### src/rtl/stack_access_arbiter.sv
// rtl/stack_access_arbiter.sv - LIFO stack shared by two requesters through a round-robin IDLE/EXEC/RESP sequencer
// Optional peek operation (a_peek/b_peek ports) enabled by defining STACK_ARB_PEEK_EN.
module stack_access_arbiter #(
  parameter  int DEPTH = 16,
  parameter  int WIDTH = 8,
  localparam int AW    = $clog2(DEPTH)
) (
  input  logic             clk,
  input  logic             rst,
  input  logic             a_req,
  input  logic             a_push,
  input  logic [WIDTH-1:0] a_wdata,
  output logic             a_ack,
  output logic [WIDTH-1:0] a_rdata,
  output logic             a_err,
  input  logic             b_req,
  input  logic             b_push,
  input  logic [WIDTH-1:0] b_wdata,
  output logic             b_ack,
  output logic [WIDTH-1:0] b_rdata,
  output logic             b_err,
`ifdef STACK_ARB_PEEK_EN
  input  logic             a_peek,
  input  logic             b_peek,
`endif
  output logic [AW:0]      level,
  output logic             full,
  output logic             empty,
  output logic             busy
);

  typedef enum logic [1:0] {ST_IDLE, ST_EXEC, ST_RESP} state_t;

  localparam logic [AW:0] LVL_FULL = (AW+1)'(DEPTH);

  state_t           r_state;
  state_t           w_state_nxt;
  logic [WIDTH-1:0] r_mem [DEPTH];
  logic [AW:0]      r_sp;
  logic [AW:0]      r_level;
  logic             r_full;
  logic             r_empty;
  logic             r_last_b;
  logic             r_win_b;
  logic             r_op_push;
  logic             r_op_peek;
  logic [WIDTH-1:0] r_wdata;
  logic             r_a_ack;
  logic             r_b_ack;
  logic [WIDTH-1:0] r_a_rdata;
  logic [WIDTH-1:0] r_b_rdata;
  logic             r_a_err;
  logic             r_b_err;

  logic             w_a_peek;
  logic             w_b_peek;
  logic             w_any_req;
  logic             w_grant_b;
  logic [AW-1:0]    w_top_idx;
  logic [AW:0]      w_sp_nxt;
  logic [WIDTH-1:0] w_rsp_rdata;
  logic             w_rsp_err;
  logic             w_do_write;

`ifdef STACK_ARB_PEEK_EN
  assign w_a_peek = a_peek;
  assign w_b_peek = b_peek;
`else
  assign w_a_peek = 1'b0;
  assign w_b_peek = 1'b0;
`endif

  // B wins only when A is absent or A was the last one served.
  assign w_any_req  = a_req | b_req;
  assign w_grant_b  = b_req & (~a_req | ~r_last_b);
  assign w_top_idx  = r_sp[AW-1:0] - AW'(1);
  assign w_do_write = r_op_push & ~r_op_peek & ~r_full;

  always_comb begin
    w_sp_nxt    = r_sp;
    w_rsp_rdata = '0;
    w_rsp_err   = 1'b0;
    if (r_op_peek) begin
      if (r_empty) w_rsp_err = 1'b1;
      else         w_rsp_rdata = r_mem[w_top_idx];
    end else if (r_op_push) begin
      if (r_full) w_rsp_err = 1'b1;
      else        w_sp_nxt = r_sp + (AW+1)'(1);
    end else begin
      if (r_empty) begin
        w_rsp_err = 1'b1;
      end else begin
        w_sp_nxt    = r_sp - (AW+1)'(1);
        w_rsp_rdata = r_mem[w_top_idx];
      end
    end
  end

  always_ff @(posedge clk) begin
    if (rst) r_state <= ST_IDLE;
    else     r_state <= w_state_nxt;
  end

  always_comb begin
    w_state_nxt = r_state;
    case (r_state)
      ST_IDLE: if (w_any_req) w_state_nxt = ST_EXEC;
      ST_EXEC: w_state_nxt = ST_RESP;
      ST_RESP: w_state_nxt = ST_IDLE;
      default: w_state_nxt = ST_IDLE;
    endcase
  end

  // Storage is never reset; the stack pointer alone decides what is visible.
  always_ff @(posedge clk) begin
    if (!rst && r_state == ST_EXEC && w_do_write) r_mem[r_sp[AW-1:0]] <= r_wdata;
  end

  always_ff @(posedge clk) begin
    if (rst) begin
      r_sp      <= '0;
      r_level   <= '0;
      r_full    <= 1'b0;
      r_empty   <= 1'b1;
      r_last_b  <= 1'b1;
      r_win_b   <= 1'b0;
      r_op_push <= 1'b0;
      r_op_peek <= 1'b0;
      r_wdata   <= '0;
      r_a_ack   <= 1'b0;
      r_b_ack   <= 1'b0;
      r_a_rdata <= '0;
      r_b_rdata <= '0;
      r_a_err   <= 1'b0;
      r_b_err   <= 1'b0;
    end else begin
      r_a_ack <= 1'b0;
      r_b_ack <= 1'b0;
      case (r_state)
        ST_IDLE: begin
          if (w_any_req) begin
            r_win_b   <= w_grant_b;
            r_last_b  <= w_grant_b;
            r_op_push <= w_grant_b ? b_push   : a_push;
            r_op_peek <= w_grant_b ? w_b_peek : w_a_peek;
            r_wdata   <= w_grant_b ? b_wdata  : a_wdata;
          end
        end
        ST_EXEC: begin
          r_sp    <= w_sp_nxt;
          r_level <= w_sp_nxt;
          r_full  <= (w_sp_nxt == LVL_FULL);
          r_empty <= (w_sp_nxt == '0);
          if (r_win_b) begin
            r_b_ack   <= 1'b1;
            r_b_rdata <= w_rsp_rdata;
            r_b_err   <= w_rsp_err;
          end else begin
            r_a_ack   <= 1'b1;
            r_a_rdata <= w_rsp_rdata;
            r_a_err   <= w_rsp_err;
          end
        end
        default: ;
      endcase
    end
  end

  assign a_ack   = r_a_ack;
  assign a_rdata = r_a_rdata;
  assign a_err   = r_a_err;
  assign b_ack   = r_b_ack;
  assign b_rdata = r_b_rdata;
  assign b_err   = r_b_err;
  assign level   = r_level;
  assign full    = r_full;
  assign empty   = r_empty;
  assign busy    = (r_state != ST_IDLE);

endmodule

### config.mk
export PLATFORM = sky130hd
export DESIGN_NAME = stack_access_arbiter
export DESIGN_NICKNAME = d
export VERILOG_FILES = /design/src/rtl/stack_access_arbiter.sv
export SDC_FILE = /design/constraint.sdc
export NUM_CORES = 1
export LEC_CHECK = 0
export ABC_AREA = 1
export BUFFER_PORTS_ARGS = -buffer_cell sky130_fd_sc_hd__buf_2
export CAP_MARGIN = 20
export CORE_ASPECT_RATIO = 0.7
export CORE_UTILIZATION = 50
export CTS_CLUSTER_DIAMETER = 50
export DETAILED_ROUTE_END_ITERATION = 8
export GPL_TIMING_DRIVEN = 0
export HOLD_SLACK_MARGIN = 0.12
export PLACE_DENSITY = 0.72
export RECOVER_POWER = 25
export SYNTH_ARGS = -nofsm -noshare
export SYNTH_HDL_FRONTEND = slang
export SYNTH_SLANG_ARGS = --single-unit
### constraint.sdc
create_clock -name clk -period 2.55 [get_ports clk]
set_input_delay 0.255 -clock clk [delete_from_list [all_inputs] [get_ports clk]]
set_output_delay 0.255 -clock clk [all_outputs]
set_load 0.01 [all_outputs]
# After elaboration in Yosys (flattened, before gate mapping)
# Memories as Yosys holds them, arrays and structs flattened.
# Index checks and enable logic that the tools add are counted.
[op_classes]
n_addsub = 3
n_eq_ne = 3
n_mux = 16
bitwise = 9
n_reduce_logical = 10
[ops]
columns = ["operator", "count"]
rows = [
  ["8-bit two-way mux", 3],
  ["5-bit two-way mux", 3],
  ["1-bit two-way mux", 8],
  ["2-bit AND reduction", 3],
  ["5-bit by 1-bit adder with 5-bit output (second input constant)", 1],
  ["5-bit equality test (second input constant)", 1],
  ["5-bit logical NOT", 1],
  ["1-bit NOT", 5],
  ["5-bit by 1-bit subtractor with 5-bit output (second input constant)", 1],
  ["2-bit case mux with 2 select lines", 1],
  ["4-bit by 1-bit subtractor with 4-bit output (second input constant)", 1],
  ["1-bit bitwise AND", 2],
  ["2-bit by 1-bit equality test with 1-bit output (second input constant)", 1],
  ["1-bit logical AND", 2],
  ["2-bit logical NOT", 1],
  ["2-bit two-way mux", 1],
  ["2-bit inequality test (second input constant)", 1],
  ["1-bit bitwise OR", 2],
  ["2-bit nonzero test", 1],
  ["2-bit OR reduction", 1],
  ["1-bit logical NOT", 1],
]
[totals]
regBits = 40
ram_bits = 128
output_inout_bits = 28
wordCells = 56
n_memories = 1
[mem_list]
columns = ["name", "depth", "width", "rd", "rd_ports_with_merged_regs", "write_ports", "line", "text"]
rows = [
  ["r_mem", 16, 8, 1, 0, 1, "38", "logic [WIDTH-1:0] r_mem [DEPTH];"],
]

# Depth between registers and ports, before layout
# Gate-level depths: netlist of the first run.
[depth]
word_depth = 5
ltp_mapped = 14
mapped_depth_nobuf = 10

# Worst setup path after synthesis of the first run
# Ideal clock, no wire load.
[synth_timing]
path_type = "reg2reg"
start = "reg, netlist name level[0]"
end = "reg r_a_rdata[2] (netlist: a_rdata[2])"
setup_ns = 0.119
arrival_time_ns = 2.040
setup_slack_ns = 0.390
path_stages_with_launch = 14
path_cell_list = "dfxtp_1 > buf_2 > clkinv_2 > buf_6 > buf_4 > ha_1 > buf_2 > inv_1 > buf_2 > nand3_1 > nand3_1 > nand3_1 > nand3_1 > a21oi_1"
[synth_rtl]
columns = ["item", "line", "text"]
rows = [
  ["end signal, assigned", "160", "r_a_rdata <= w_rsp_rdata;"],
  ["end, declared", "50", "logic [WIDTH-1:0] r_a_rdata;"],
]

==> results of run 1 <==
==> layout make-up <==
cell class / instances / area, um^2 / share of cell area
multi-input combinational: 426 / 2030 / 0.245
timing repair buffer: 67 / 425 / 0.0513
inverter: 25 / 100 / 0.0121
tap: 185 / 231 / 0.0279
buffer: 32 / 241 / 0.0291
sequential: 168 / 4650 / 0.560
clock buffer: 18 / 429 / 0.0518
clock inverter: 14 / 185 / 0.0223
==> logic make-up after synthesis <==
| logic type | after synthesis | share of synthesized area |
|---|---|---|
| AO/OA/AOI/OAI | 67 | 0.0513 |
| adder cells (fa/ha/maj) | 4 | 0.00720 |
| buffers and inverters | 58 | 0.0455 |
| flip-flops | 168 | 0.668 |
| AND/OR/NAND/NOR | 355 | 0.228 |
==> flip-flops by register name, summed over array words and instances (netlist names) <==
name and count:
a_ack 1, b_ack 1, b_rdata 8, a_err 1, r_state 2, r_mem 128
r_last_b 1, full 1, r_wdata 8, a_rdata 8, level 5, b_err 1
empty 1, r_win_b 1, r_op_push 1
==> worst register-to-register path, cell delays in order, from the launching register on <==
cell and delay [ns]:
dfxtp_2 0.44, clkinv_2 0.14, buf_6 0.18, buf_4 0.19, ha_1 0.30, clkbuf_4 0.20, inv_4 0.13, buf_6 0.16
nand3_1 0.11, nand3_1 0.15, nand3_1 0.15, nand3_2 0.11, a21oi_1 0.07
==> metal layers <==
| layer | share of wire | track usage | vias up |
|---|---|---|---|
| li1 | - | - | 2448 |
| met1 | 0.44 | 0.371 | 2486 |
| met2 | 0.44 | 0.392 | 257 |
| met3 | 0.099 | 0.0589 | 35 |
| met4 | 0.020 | 0.0926 | 0 |
| met5 | 0 | 0 | - |
==> repair_timing <==
item,CTS,global route
hold buffers,18,0
endpoints found under the setup margin,16,32
resized for setup,10,16
hold endpoints to repair,9,0
==> stage by stage <==
stage,utilization,setup TNS [ns],cells,setup WS (ns)
6_report,0.621,0,935,0.112
5_1_grt,0.621,0,935,0.0165
4_1_cts,0.617,0,936,0.0105
3_5_place_dp,0.556,-3.14,886,-0.241
3_3_place_gp,0.556,-2.89,886,-0.204
2_1_floorplan,-,0,652,0.390
==> how the worst min path moves through the flow <==
stage / startpoint / end / slack [ns]
floorplan: a_push / r_op_push / 0.42
global placement: r_last_b / r_last_b / 0.45
detailed placement: r_last_b / r_last_b / 0.45
CTS: b_req / r_state[0] / 0.13
global route: b_req / r_state[0] / 0.28
finish: b_req / r_state[0] / 0.20
==> power by group <==
part	total (mW)	switching [mW]	leakage [nW]	internal, mW
sequential	3.16	0.122	1.50	3.04
clock	2.68	1.11	0.296	1.57
combinational	1.02	0.672	1.43	0.350
==> cells in the mapped netlist (2+ instances only) <==
cell type,count,area share
buf_6,6,0.0097
nand2_1,184,0.099
a21oi_1,22,0.016
o21ai_0,28,0.020
nor2_1,30,0.016
ha_1,4,0.0072
dfxtp_1,40,0.12
o21ai_1,3,0.0022
buf_2,15,0.011
a31oi_1,11,0.0099
nand3_1,125,0.090
edfxtp_1,128,0.55
nand4_1,2,0.0018
o211ai_1,2,0.0022
nand3_2,8,0.012
buf_4,4,0.0043
inv_1,21,0.011
clkbuf_1,6,0.0032
==> flow_metrics.tcl, run 1 <==
set metrics [dict create \
    crit_family "buffers and inverters" \
    numCtsBuffers 17 \
    worst-path-buf-inv 6 \
    path_max_fanout 11 \
    period_share 0.956 \
    crit_path_start_kind "register" \
    cts.sinks 168 \
    final_common_cell "nand2_1" \
    fin_nets 763 \
    globalRoute.totalOverflow 0 \
    final_cell_mix "182 x nand2_1, 128 x edfxtp_1, 119 x nand3_1" \
    irDropWorstVdd_uv 612 \
    powerDensity_mw_per_mm2 827 \
    rsz0062_at_grt "false" \
    final_antenna_net_count 0 \
    maxCapViolations 0 \
    path_depth 12 \
    cp-end-kind "register" \
    async_reset_ff_frac 0 \
    ys_types 31 \
    dr.pass1.iters 5 \
    antenna_found_initial 0 \
    path_class "register to register" \
    worst_ep_arrival_time_ns 2.75 \
    avgSynthCellArea_um2 10.7 \
    grt_max_degree 18 \
    reg2regPathDepth 12 \
    r2r_start "level[0]" \
    final_max_slew_viol_count 0 \
    die_h_um 101 \
    r2r_slack_ns 0.11 \
    path_cells "clkinv_2 -> buf_6 -> buf_4 -> ha_1 -> clkbuf_4 -> inv_4 -> buf_6 -> nand3_1 -> nand3_1 -> nand3_1 -> nand3_2 -> a21oi_1" \
    io_buffers 49 \
    post-cts-setup-buffers 0 \
    post_dp_cell_area_mm2 0.00743 \
    crit_path_frequent_cell "nand3_1" \
    drive_gt1_frac 0.183 \
    cts_tree "yes" \
    num_vias 5226 \
    setup_viol 0 \
    worstReg2RegEnd "a_rdata[4]" \
    drc 0 \
    synth-seq-area-share 0.668 \
    clock_latency_ns 0.43 \
    whs_ns 0.195 \
    start_util 0.521 \
    die_w_um 143 \
    hpwl_mm 11.4 \
    finalWirelength_mm 17.6 \
    outcome "finished, final reports clean" \
    syn_to_final_growth_pct 19.2 \
    design_area_mm2 0.00829 \
    crit_start "level[0]" \
    synthesis.nets 678 \
    detail_route.iter0.violations 722 \
    min_period_ns 2.44 \
    power_mw 6.86 \
    grt_pass1_wl_mm 27.1 \
    core_area_mm2 0.0134 \
    io_pins 50 \
    synth_flop_cell "edfxtp_1" \
    fillerInstances 1034 \
    place.gp.congestion 0.883 \
    cts_buffer_depth 2 \
    slew_headroom 0.390 \
    cts_htree_levels 4 \
    diodes 0 \
    num_rows 35 \
    hold_viol 0 \
    viasPerCell 5.59 \
    ys_warn_count 0 \
    whs_path_depth 3 \
    ys_seq_elements 168 \
    grt_use_total 0.260 \
    die_area_mm2 0.0144 \
    hp-class "input pin to register" \
    required_ns 2.86 \
    cts_root_buffer "clkbuf_16" \
    worst_slew_pin_slew_ns 0.913 \
    synth_area_mm2 0.00695 \
    wl_per_cell_um 18.8 \
    cpMaxStageDelayCell "dfxtp_2" \
    p_leak_nw 3.23 \
    cp-endpoint "a_rdata[4]" \
    synth-edff-count 128 \
    first_global_vias 4991 \
    max_stage_delay_ns 0.44 \
    synth_cells 652 \
    finalClockSkew_ns 0.00814 \
    cts.reportedPaths.clkPinSlew_ns 0.07 \
    fmax_mhz 410 \
]
Power figures use the tool's default switching activity.
==> run 2: changes to the inputs <==
BUFFER_PORTS_ARGS = default   (was -buffer_cell sky130_fd_sc_hd__buf_2)
DONT_BUFFER_PORTS = 1   (was default)
PLACE_DENSITY = 0.69   (was 0.72)
==> run 2 against run 1 <==
Global-route usage increased by 1.1 points; critical path depth increased by 1; cell count decreased by 4.6%; wire length increased by 3.0%; cell area decreased by 2.5%; clock skew decreased by 0.0013 ns; the flow now finishes with violations (setup timing); worst setup slack got worse by 0.13 ns; non-clock buffer count decreased by 43.
==> flow_metrics.tcl, run 2 (same netlist as run 1, synthesis figures left out) <==
set metrics [dict create \
    dr.pass1.iters 6 \
    syn_to_final_growth_pct 16.3 \
    cpMaxStageDelayCell "dfxtp_1" \
    grt_pass1_wl_mm 27.8 \
    cts_tree "yes" \
    cts_htree_levels 4 \
    cp-end-kind "register" \
    fin_cells 892 \
    final_max_slew_viol_count 0 \
    cts.sinks 168 \
    rsz0062_at_grt "true" \
    outcome "complete, but fails checks" \
    max_stage_delay_ns 0.49 \
    crit_path_start_kind "register" \
    powerDensity_mw_per_mm2 830 \
    path_cells "buf_4 -> clkinv_2 -> buf_6 -> ha_1 -> buf_6 -> clkinvlp_4 -> buf_12 -> buf_6 -> nand3_1 -> nand3_1 -> nand3_1 -> nand3_2 -> a21oi_1" \
    worst_ep_arrival_time_ns 2.92 \
    path_class "register to register" \
    clock_latency_ns 0.43 \
    hold_viol 0 \
    core_area_mm2 0.0134 \
    start_util 0.521 \
    cts_buffer_depth 2 \
    grt_max_degree 18 \
    io_buffers 0 \
    first_global_vias 4850 \
    dp_slack_ns -0.280 \
    wl_per_cell_um 20.3 \
    p_leak_nw 3.01 \
    num_rows 35 \
    path_max_fanout 20 \
    setup_tns_ns -0.0349 \
    globalRoute.totalOverflow 0 \
    slew_headroom 0.463 \
    fmax_mhz 389 \
    final_common_cell "nand2_1" \
    grt_use_total 0.271 \
    final_cell_mix "184 x nand2_1, 128 x edfxtp_1, 120 x nand3_1" \
    final_antenna_net_count 0 \
    setup_ws_ns -0.0198 \
    num_vias 5127 \
    numCtsBuffers 17 \
    die_area_mm2 0.0144 \
    final_util 0.605 \
    largest_reg_flops 128 \
    antenna_found_initial 0 \
    finalWirelength_mm 18.1 \
    io_pins 50 \
    hpwl_mm 12.2 \
    irDropWorstVdd_uv 556 \
    detail_route.iter0.violations 563 \
    required_ns 2.90 \
    violations "setup timing" \
    die_h_um 101 \
    drc 0 \
    drive_gt1_frac 0.132 \
    min_period_ns 2.57 \
    diodes 0 \
    setup_viol 3 \
    die_w_um 143 \
    worst_slew_pin_slew_ns 0.804 \
    place.gp.congestion 0.910 \
    dp.cells 837 \
    fin_nets 720 \
    cts_root_buffer "clkbuf_16" \
    maxCapViolations 0 \
    period_share 1.01 \
    finalClockSkew_ns 0.00679 \
    hp-class "input pin to register" \
    viasPerCell 5.75 \
    cts.reportedPaths.clkPinSlew_ns 0.06 \
]
[run 2: metrics by stage]
| stage | total power, mW | cell area, um^2 | hold WS [ns] |
|---|---|---|---|
| after floorplan | 3.78 | 6950 | 0.416 |
| after global placement | 4.07 | 7190 | 0.424 |
| after detailed placement | 4.10 | 7190 | 0.426 |
| after CTS | 6.63 | 8010 | 0.208 |
| after global routing | 6.92 | 8090 | 0.258 |
| final | 6.71 | 8090 | 0.224 |
[run 2: what timing repair did]
action	CTS	global route
endpoints found under the hold margin	12	0
hold buffers	21	0
endpoints found under the setup margin	16	96
gates resized for setup	10	19
cloned	0	1
setup buffers	1	1
[run 2: critical path, delay by kind of cell (launching register included)]
kind / cells / cell delay (ns)
DFF: 1 / 0.49
and+or+nand+nor: 4 / 0.47
buffers and inverters: 7 / 1.03
AOI/OAI and AO/OA: 1 / 0.16
adders and majority gates: 1 / 0.32
[run 2: per-layer routing]
metal	global-route usage	part of all wire
met5	0	0
met4	0.0786	0.0085
met3	0.0779	0.11
met2	0.380	0.43
met1	0.407	0.45
[run 2: area by class of cell]
cell class	instances	area (um^2)
multi-input cells	426	2040
repair buffers	24	243
clock inverters	12	114
fillers	1072	5270
well taps	185	231
flip-flops and latches	168	4640
inverters	25	101
plain buffers	32	243
clock buffers	20	468
[run 2: worst paths after layout]
path	startpoint	end	slack [ns]	cells past startpoint
max	level[0]	b_rdata[3]	-0.02	13
min	rst	r_state[0]	0.22	2
max reg2reg	level[0]	b_rdata[3]	-0.02	13
min reg2reg	r_last_b	r_last_b	0.48	2
[run 2: report_power, final]
group | switching (mW) | internal, mW | leakage (nW) | total [mW]
clock network | 1.10 | 1.44 | 0.286 | 2.54
registers | 0.144 | 3.04 | 1.50 | 3.18
logic | 0.649 | 0.340 | 1.23 | 0.990
